==> config.mk <==
export PLATFORM = sky130hd
export DESIGN_NAME = wb_arbiter
export DESIGN_NICKNAME = d
export VERILOG_FILES = /design/src/rtl/wb_arbiter.sv
export SDC_FILE = /design/constraint.sdc
export NUM_CORES = 1
export LEC_CHECK = 0
export BUFFER_PORTS_ARGS = -buffer_cell sky130_fd_sc_hd__buf_2
export CORE_ASPECT_RATIO = 1.2
export CORE_MARGIN = 2
export CORE_UTILIZATION = 39
export DETAILED_ROUTE_END_ITERATION = 7
export MAX_ROUTING_LAYER = met4
export PLACE_DENSITY = 0.75
export SLEW_MARGIN = 0
export SYNTH_ARGS = -nofsm -noshare
export SYNTH_HDL_FRONTEND = slang
export SYNTH_SLANG_ARGS = --single-unit
==> constraint.sdc <==
create_clock -name clk -period 1.85 [get_ports clk]
set_clock_uncertainty 0.1 [all_clocks]
set_input_delay 0.185 -clock clk [delete_from_list [all_inputs] [get_ports clk]]
set_output_delay 0.185 -clock clk [all_outputs]
set_load 0.03 [all_outputs]
==> src/rtl/wb_arbiter.sv <==
// Write-back arbiter: merges ALU and MEM/MUL results onto the single register
// file write port. It also tracks pending long-latency writes and bypasses the
// in-flight write into the decode operand path.
module wb_arbiter #(
  parameter int STARVE_LIMIT = 4,
  parameter int NREG         = 8
) (
  input  logic            clk,
  input  logic            rst_n,
  input  logic            alu_valid,
  output logic            alu_ready,
  input  logic [2:0]      alu_wreg,
  input  logic [15:0]     alu_data,
  input  logic            mem_valid,
  output logic            mem_ready,
  input  logic [2:0]      mem_wreg,
  input  logic [15:0]     mem_data,
  input  logic            iss_valid,
  input  logic [2:0]      iss_wreg,
  input  logic [2:0]      rega,
  input  logic [2:0]      regb,
  input  logic [15:0]     rf_read1,
  input  logic [15:0]     rf_read2,
  output logic [15:0]     op_a,
  output logic [15:0]     op_b,
  output logic            hazard,
  output logic [NREG-1:0] busy,
  output logic            write_en,
  output logic [2:0]      wreg,
  output logic [15:0]     writedata
);

  // The top register is hardwired and never written.
  localparam logic [2:0] DISCARD_REG = 3'(NREG - 1);
  localparam logic [3:0] LIMIT       = 4'(STARVE_LIMIT);

  logic            r_write_en;
  logic [2:0]      r_wreg;
  logic [15:0]     r_writedata;
  logic [NREG-1:0] r_busy;
  logic [3:0]      r_starve;

  logic            w_forced;
  logic            w_alu_ready;
  logic            w_mem_ready;
  logic            w_alu_acc;
  logic            w_mem_acc;
  logic [3:0]      w_starve_next;
  logic [NREG-1:0] w_busy_next;
  logic            w_wr_next;
  logic [2:0]      w_wreg_next;
  logic [15:0]     w_wdata_next;

  // Handshake arbitration: MEM has priority unless the ALU has starved long enough.
  always_comb begin
    w_forced    = (r_starve == LIMIT);
    w_alu_ready = 1'b0;
    w_mem_ready = 1'b0;
    if (rst_n) begin
      if (w_forced) begin
        w_alu_ready = 1'b1;
        w_mem_ready = ~alu_valid;
      end else begin
        w_alu_ready = ~mem_valid;
        w_mem_ready = 1'b1;
      end
    end
    w_alu_acc = alu_valid & w_alu_ready;
    w_mem_acc = mem_valid & w_mem_ready;
  end

  // Next-state for starvation counter, scoreboard and write port.
  always_comb begin
    w_starve_next = r_starve;
    if (w_alu_acc || !alu_valid) begin
      w_starve_next = 4'd0;
    end else if (mem_valid && w_mem_acc && (r_starve != LIMIT)) begin
      w_starve_next = r_starve + 4'd1;
    end

    // Clear first so that a same-cycle issue to the same register wins.
    w_busy_next = r_busy;
    if (w_mem_acc) begin
      w_busy_next[mem_wreg] = 1'b0;
    end
    if (iss_valid && (iss_wreg != DISCARD_REG)) begin
      w_busy_next[iss_wreg] = 1'b1;
    end

    // Results to the discard register complete the handshake but never write.
    w_wr_next    = 1'b0;
    w_wreg_next  = r_wreg;
    w_wdata_next = r_writedata;
    if (w_mem_acc) begin
      if (mem_wreg != DISCARD_REG) begin
        w_wr_next    = 1'b1;
        w_wreg_next  = mem_wreg;
        w_wdata_next = mem_data;
      end
    end else if (w_alu_acc) begin
      if (alu_wreg != DISCARD_REG) begin
        w_wr_next    = 1'b1;
        w_wreg_next  = alu_wreg;
        w_wdata_next = alu_data;
      end
    end
  end

  // State registers; reset drops any accepted but not yet written result.
  always_ff @(posedge clk or negedge rst_n) begin
    if (!rst_n) begin
      r_write_en  <= 1'b0;
      r_wreg      <= 3'd0;
      r_writedata <= 16'd0;
      r_busy      <= '0;
      r_starve    <= 4'd0;
    end else begin
      r_write_en  <= w_wr_next;
      r_wreg      <= w_wreg_next;
      r_writedata <= w_wdata_next;
      r_busy      <= w_busy_next;
      r_starve    <= w_starve_next;
    end
  end

  // Bypass the in-flight write so decode sees it before the file commits.
  always_comb begin
    op_a   = (r_write_en && (r_wreg == rega)) ? r_writedata : rf_read1;
    op_b   = (r_write_en && (r_wreg == regb)) ? r_writedata : rf_read2;
    hazard = r_busy[rega] | r_busy[regb];
  end

  assign alu_ready = w_alu_ready;
  assign mem_ready = w_mem_ready;
  assign busy      = r_busy;
  assign write_en  = r_write_en;
  assign wreg      = r_wreg;
  assign writedata = r_writedata;

endmodule

==> reports/results.txt, run 1 <==
outcome - finished with violations
violated checks - setup timing
WP buf/inv - 3
CP arrival - 2.09 ns
DP Area - 3180 sq um
largest net degree at the start of global routing - 26
WS Path Type - flop to flop
Fin. Hold Viols - 0
Max rail drop VDD - 0.000383 V
ANT cells - 0
clock share of power - 0.237
worst skew pair latency - 0.28 ns
fin crit share - 1.09
RD Place Congestion - 0.847
CTS root buf - clkbuf_8
Pre-Repair DR Iteration Count - 4
Clock Path Buffers - 2
Post-synth ARST share - 1.00
Syn. warnings - 0
startpoint types - flop
min setup slack post-route - -0.169 ns
count of final setup violators - 51
dominant synthesized flop cell - dfrtp_1
Num CTS Buffers - 5
Critical Path RT - 1.92 ns
Yosys cell types - 32
post-route ant nets - 0
Rows - 30
Multi-input gate area - 1530 sq um
Core ar. - 5630 sq um
clk sinks - 32
synth-to-layout area growth - 71.8%
Slew @ Worst Pin - 0.319 ns
cell breakdown of the critical path - inv_2, ha_4, nand3b_1, a21boi_4, a32oi_2, buf_4, clkbuf_16, mux2_4
total chip power - 3.12 mW
Overflow after GRT - 0
H-tree levels - 2
Crit. End Element - flop
Finished Cell Area - 3870 sq um
routed length per instance - 18.5 um
DRC - 0
GRT Util Overall - 0.239
Max FO, Critical Path - 5
critical path's top delay family - buffers and inverters
top cell type's share of synthesized area - 0.355
Synth area leader - dfrtp_1
Leak - 1.98 nW
Post-DP HPWL - 5180 um
cell at the slowest stage of the critical path - dfrtp_1
IO Port Bufs - 146
syn avg cell area - 12.2 sq um
Hold Path Class - input pin to flop
Synth Register Bits - 32
most frequent cell after synthesis - mux2_2
Post-synth EDFFs - 0
Starting DRT DRC Count - 93
Final min period - 2.02 ns
clk slew on worst S/H paths - 0.07 ns
Switching Fraction - 0.364
CTS tree - done
share of power burned in registers - 0.310
Reg2Reg Setup Slack - -0.17 ns
synthesized area - 2250 sq um
pwr dens - 805 nW/um^2
share of power burned in combinational logic - 0.454
initial antenna violation count - 0
Nets - 442
unrepaired setup endpoints after global routing - yes
total die area - 6400 sq um
via count - 2215
Via density - 5.26
Filler Cells Inserted - 382
gate count after technology mapping - 184
starting density of the core - 0.400
syn nets - 270
max incr delay on CP - 0.40 ns
sequential area share after synthesis - 0.355
Max-Cap Viols - 0
Area contributors post-synth - dfrtp_1 36%, mux2_2 28%, mux2_4 9.3%
Slew HR - 0.787
Achievable Freq - 495 MHz
cell-internal power - 1.98 mW
global-route wire length before repair - 11500 um
switching power total - 1.14 mW
top cells by instance count after synthesis - 57 x mux2_2, 32 x dfrtp_1, 14 x mux2_4, 8 x inv_1
fraction of layout cells with a size suffix above 1 - 0.773
I/O pin cnt - 147
max-slew violation count - 0
post-route core utilization - 0.688
Die Width - 73.4 um
die height - 87.3 um
vias in the first global route - 2276
register area - 805 sq um
WL final - 7780 um
## worst reg2reg max path, stage by stage, from the launching register on
cell and delay (ns):
dfrtp_1 0.40, inv_2 0.09, ha_4 0.13, nand3b_1 0.17, a21boi_4 0.21, a32oi_2 0.15
buf_4 0.19, clkbuf_16 0.16, mux2_4 0.30
## cell usage in the layout, fill, tap and decap left out, types with 2 or more instances in the layout
cell	instances
o2bb2ai_1	2
mux2_4	34
buf_12	4
nand2_1	6
nand3_1	4
dfrtp_1	29
dfrtp_2	3
o41ai_2	4
mux2i_1	2
o21ai_1	2
a21boi_4	2
xnor2_1	5
buf_4	19
inv_2	2
clkbuf_16	2
nand2b_1	4
mux4_2	4
nor2_1	2
inv_1	6
nand4_1	4
clkbuf_8	7
buf_6	37
a21oi_1	2
mux2_2	37
o31ai_1	3
buf_2	111
## layer usage
layer	part of all wire	global-route usage
met4	0.016	0.0628
met1	0.39	0.279
met2	0.52	0.413
met5	0	-
met3	0.071	0.0544
## layout make-up
type,instances,share of cell area
Tap cell,64,0.0207
Inverter,8,0.00776
Multi-Input combinational cell,133,0.395
Clock inverter,1,0.00776
Clock buffer,7,0.0249
Sequential cell,32,0.208
Timing Repair Buffer,176,0.336
## sequential cells by signal (all words and copies together), names as in the netlist
name	count
busy	8
writedata	16
write_en	1
wreg	3
r_starve	4
## kinds of logic (layout without fill, tap and decap cells)
family / count (synthesis) / in the layout / share of synthesized area
multiplexers: 77 / 77 / 0.427
AND/OR/NAND/NOR: 25 / 25 / 0.0627
adder cells (fa/ha/maj): 2 / 2 / 0.0111
XOR/XNOR: 6 / 6 / 0.0233
AO/OA/AOI/OAI: 23 / 23 / 0.0744
flip-flops: 32 / 32 / 0.355
buffers and inverters: 19 / 192 / 0.0461
## per-stage QoR
step	hold slack [ns]	TNS, ns	setup slack [ns]	instances
3_5_place_dp	-0.0967	-2.30	-0.155	397
5_1_grt	0.0330	-9.48	-0.226	421
3_3_place_gp	-0.101	-1.43	-0.0957	397
2_1_floorplan	-0.211	-1.15	-0.0853	184
6_report	0.0331	-6.11	-0.169	421
4_1_cts	0.0324	-5.43	-0.144	414
## timing repair
action | CTS | global route
hold buffers | 1 | 0
resized for setup | 91 | 17
setup endpoints to repair | 54 | 57
endpoints found under the hold margin | 32 | 0
setup buffers | 6 | 5
pin swaps | 0 | 6
gates cloned | 2 | 2
## final timing paths
path / startpoint / end / cells past startpoint
max in group asynchronous: rst_n / wreg[1] / 3
worst min-delay path: iss_wreg[2] / busy[0] / 2
worst min register to register: busy[5] / busy[5] / 1
worst max register to register: r_starve[0] / writedata[9] / 8
min in group asynchronous: rst_n / r_starve[2] / 2
worst max-delay path: r_starve[0] / writedata[9] / 8
## power by group through the flow
stage / Sequential (mW) / Clock (mW) / Combinational, mW
after floorplan: 1.16 / 0 / 0.542
after global placement: 0.963 / 0 / 1.13
after detailed placement: 0.968 / 0 / 1.15
after CTS: 0.958 / 0.741 / 1.35
after global routing: 0.982 / 0.780 / 1.49
final: 0.965 / 0.738 / 1.41
(Power assumes the default switching activity.)
==> inputs of run 2 (changes only) <==
--- a/config.mk
+++ b/config.mk
@@ -6,7 +6,6 @@
 export NUM_CORES = 1
 export LEC_CHECK = 0
 export BUFFER_PORTS_ARGS = -buffer_cell sky130_fd_sc_hd__buf_2
-export CORE_ASPECT_RATIO = 1.2
 export CORE_MARGIN = 2
 export CORE_UTILIZATION = 39
 export DETAILED_ROUTE_END_ITERATION = 7
==> constraint.sdc (replaced) <==
create_clock -name clk -period 1.85 [get_ports clk]
set_clock_uncertainty 0.1 [all_clocks]
set_input_delay 0.185 -clock clk [delete_from_list [all_inputs] [get_ports clk]]
set_output_delay 0.185 -clock clk [all_outputs]
set_load 0.1 [all_outputs]
==> reports/results.txt, run 2 (synthesis results as in run 1) <==
outcome - finished with violations
violated checks - setup timing
CTS tree - done
max-slew violation count - 0 (unchanged)
largest net degree at the start of global routing - 33 (+27%)
worst skew pair latency - 0.28 ns (about the same)
Fin. Hold Viols - 0 (unchanged)
fin crit share - 1.16 (+0.0724)
via count - 2270 (+2.5%)
max incr delay on CP - 0.52 ns (+0.12 ns)
total die area - 6400 sq um (about the same)
Max FO, Critical Path - 16 (+11)
CP arrival - 1.87 ns (-0.22 ns)
clk slew on worst S/H paths - 0.07 ns (about the same)
Critical R2R Launch - r_starve[1]
Via density - 5.28 (+0.34%)
Post-DP HPWL - 5610 um (+8.3%)
DRC - 0 (unchanged)
vias in the first global route - 2393 (+5.1%)
beginning of the critical path - wreg[0]
Leak - 2.23 nW (+13%)
IO Port Bufs - 146 (unchanged)
I/O pin cnt - 147 (unchanged)
pwr dens - 974 nW/um^2 (+21%)
Filler Cells Inserted - 326 (-15%)
Slew HR - 0.667 (-0.121)
ANT cells - 0 (unchanged)
H-tree levels - 2 (unchanged)
startpoint types - flop
WL final - 8500 um (+9.2%)
routed length per instance - 19.8 um (+6.9%)
CTS root buf - clkbuf_8
Num CTS Buffers - 5 (unchanged)
hold_sp - iss_wreg[2]
Rows - 27 (-10%)
synth-to-layout area growth - 96.8%
post-route ant nets - 0 (unchanged)
die height - 80.0 um (-8.3%)
commonest non-fill, non-tap cell in the layout - buf_2
Nets - 443 (+0.23%)
Reg2Reg Setup Slack - -0.18 ns (about the same)
r2r worst-path depth - 9 (+1)
Max-Cap Viols - 0 (unchanged)
Max rail drop VDD - 0.000606 V (+58%)
most frequent CP cell - buf_12
count of final setup violators - 58 (+14%)
Pre-Repair DR Iteration Count - 4 (unchanged)
Hold Path Class - input pin to flop
cell breakdown of the critical path - xnor2_2, nand4_1, buf_12, mux2_2, buf_12
Hold Crit Depth - 2 (unchanged)
starting density of the core - 0.407 (+0.00651)
RD Place Congestion - 0.826 (-2.5%)
global-route wire length before repair - 12000 um (+4.6%)
max reg flops - 16 (unchanged)
total chip power - 4.32 mW (+39%)
Crit. End Element - primary output
hold endpoint - busy[0]
Critical Path RT - 1.56 ns (-0.36 ns)
min setup slack post-route - -0.303 ns (-0.134 ns)
most frequent cells in the layout - 111 x buf_2, 52 x mux2_4, 43 x buf_12
register area - 828 sq um (+3.0%)
WS Path Type - flop to primary output
Clock Path Buffers - 2 (unchanged)
Slew @ Worst Pin - 0.503 ns (+0.184 ns)
Multi-input gate area - 1700 sq um (+11%)
reg2reg end - wreg[1]
cell at the slowest stage of the critical path - dfrtp_4
GRT Util Overall - 0.251 (+0.0124)
fraction of layout cells with a size suffix above 1 - 0.816 (+0.0425)
unrepaired setup endpoints after global routing - yes
Core ar. - 5540 sq um (-1.6%)
TNS Setup - -11.65 ns (-5.54 ns)
initial antenna violation count - 0 (unchanged)
Starting DRT DRC Count - 138 (+48%)
Final min period - 2.15 ns (+0.134 ns)
Die Width - 80.0 um (+9.0%)
Overflow after GRT - 0 (unchanged)
Achievable Freq - 464 MHz (-6.2%)
clk sinks - 32 (unchanged)
==> run 2: power by group <==
part / switching (mW) / internal [mW] / leakage [nW]
combinational: 1.82 / 0.896 / 1.81
sequential: 0.162 / 0.835 / 0.370
clock: 0.262 / 0.340 / 0.0515
==> run 2: what timing repair did <==
action / 4_1_cts / 5_1_grt
gates cloned: 5 / 0
hold buffers: 2 / 0
hold endpoints to repair: 32 / 0
setup buffers: 11 / 1
endpoints found under the setup margin: 57 / 60
resized for setup: 49 / 18
pin swaps: 4 / 7
==> run 2: worst max path at each step <==
stage / to / slack, ns / cells after the start
global route: op_b[1] / -0.35 / 5
detailed placement: writedata[2] / -0.16 / 7
finish: op_b[1] / -0.30 / 5
floorplan: writedata[0] / -0.43 / 7
CTS: op_b[1] / -0.28 / 5
global placement: wreg[2] / -0.10 / 7
==> run 2: metrics by stage <==
| stage | area, sq um | hold slack, ns | util | std cells | setup slack (ns) |
|---|---|---|---|---|---|
| 6_report | 4440 | 0.0418 | 0.801 | 430 | -0.303 |
| 4_1_cts | 4360 | 0.0292 | 0.787 | 431 | -0.280 |
| 3_3_place_gp | 3820 | 0.188 | 0.689 | 405 | -0.103 |
| 2_1_floorplan | 2400 | -0.211 | - | 184 | -0.435 |
| 3_5_place_dp | 3820 | 0.183 | 0.689 | 405 | -0.156 |
| 5_1_grt | 4440 | 0.0458 | 0.801 | 430 | -0.348 |
==> run 2: final cells by class <==
class | count | share of cell area
clock buffers | 8 | 0.0226
inverters | 8 | 0.00677
multi-input cells | 133 | 0.384
flip-flops and latches | 32 | 0.187
well taps | 72 | 0.0203
repair buffers | 177 | 0.380
==> run 2: critical path, delay by kind of cell, from the launching register on <==
family / cells / cell delay, ns
AND/OR/NAND/NOR: 1 / 0.15
buffers and inverters: 2 / 0.36
multiplexers: 1 / 0.39
XOR/XNOR: 1 / 0.15
flip-flops: 1 / 0.52
==> run 2: routing by layer <==
| layer | up-vias | share of wire | global-route usage |
|---|---|---|---|
| met5 | - | 0 | - |
| met4 | 0 | 0.017 | 0.0661 |
| met3 | 16 | 0.039 | 0.0430 |
| met2 | 83 | 0.58 | 0.462 |
| met1 | 1135 | 0.37 | 0.281 |
| li1 | 1036 | - | - |
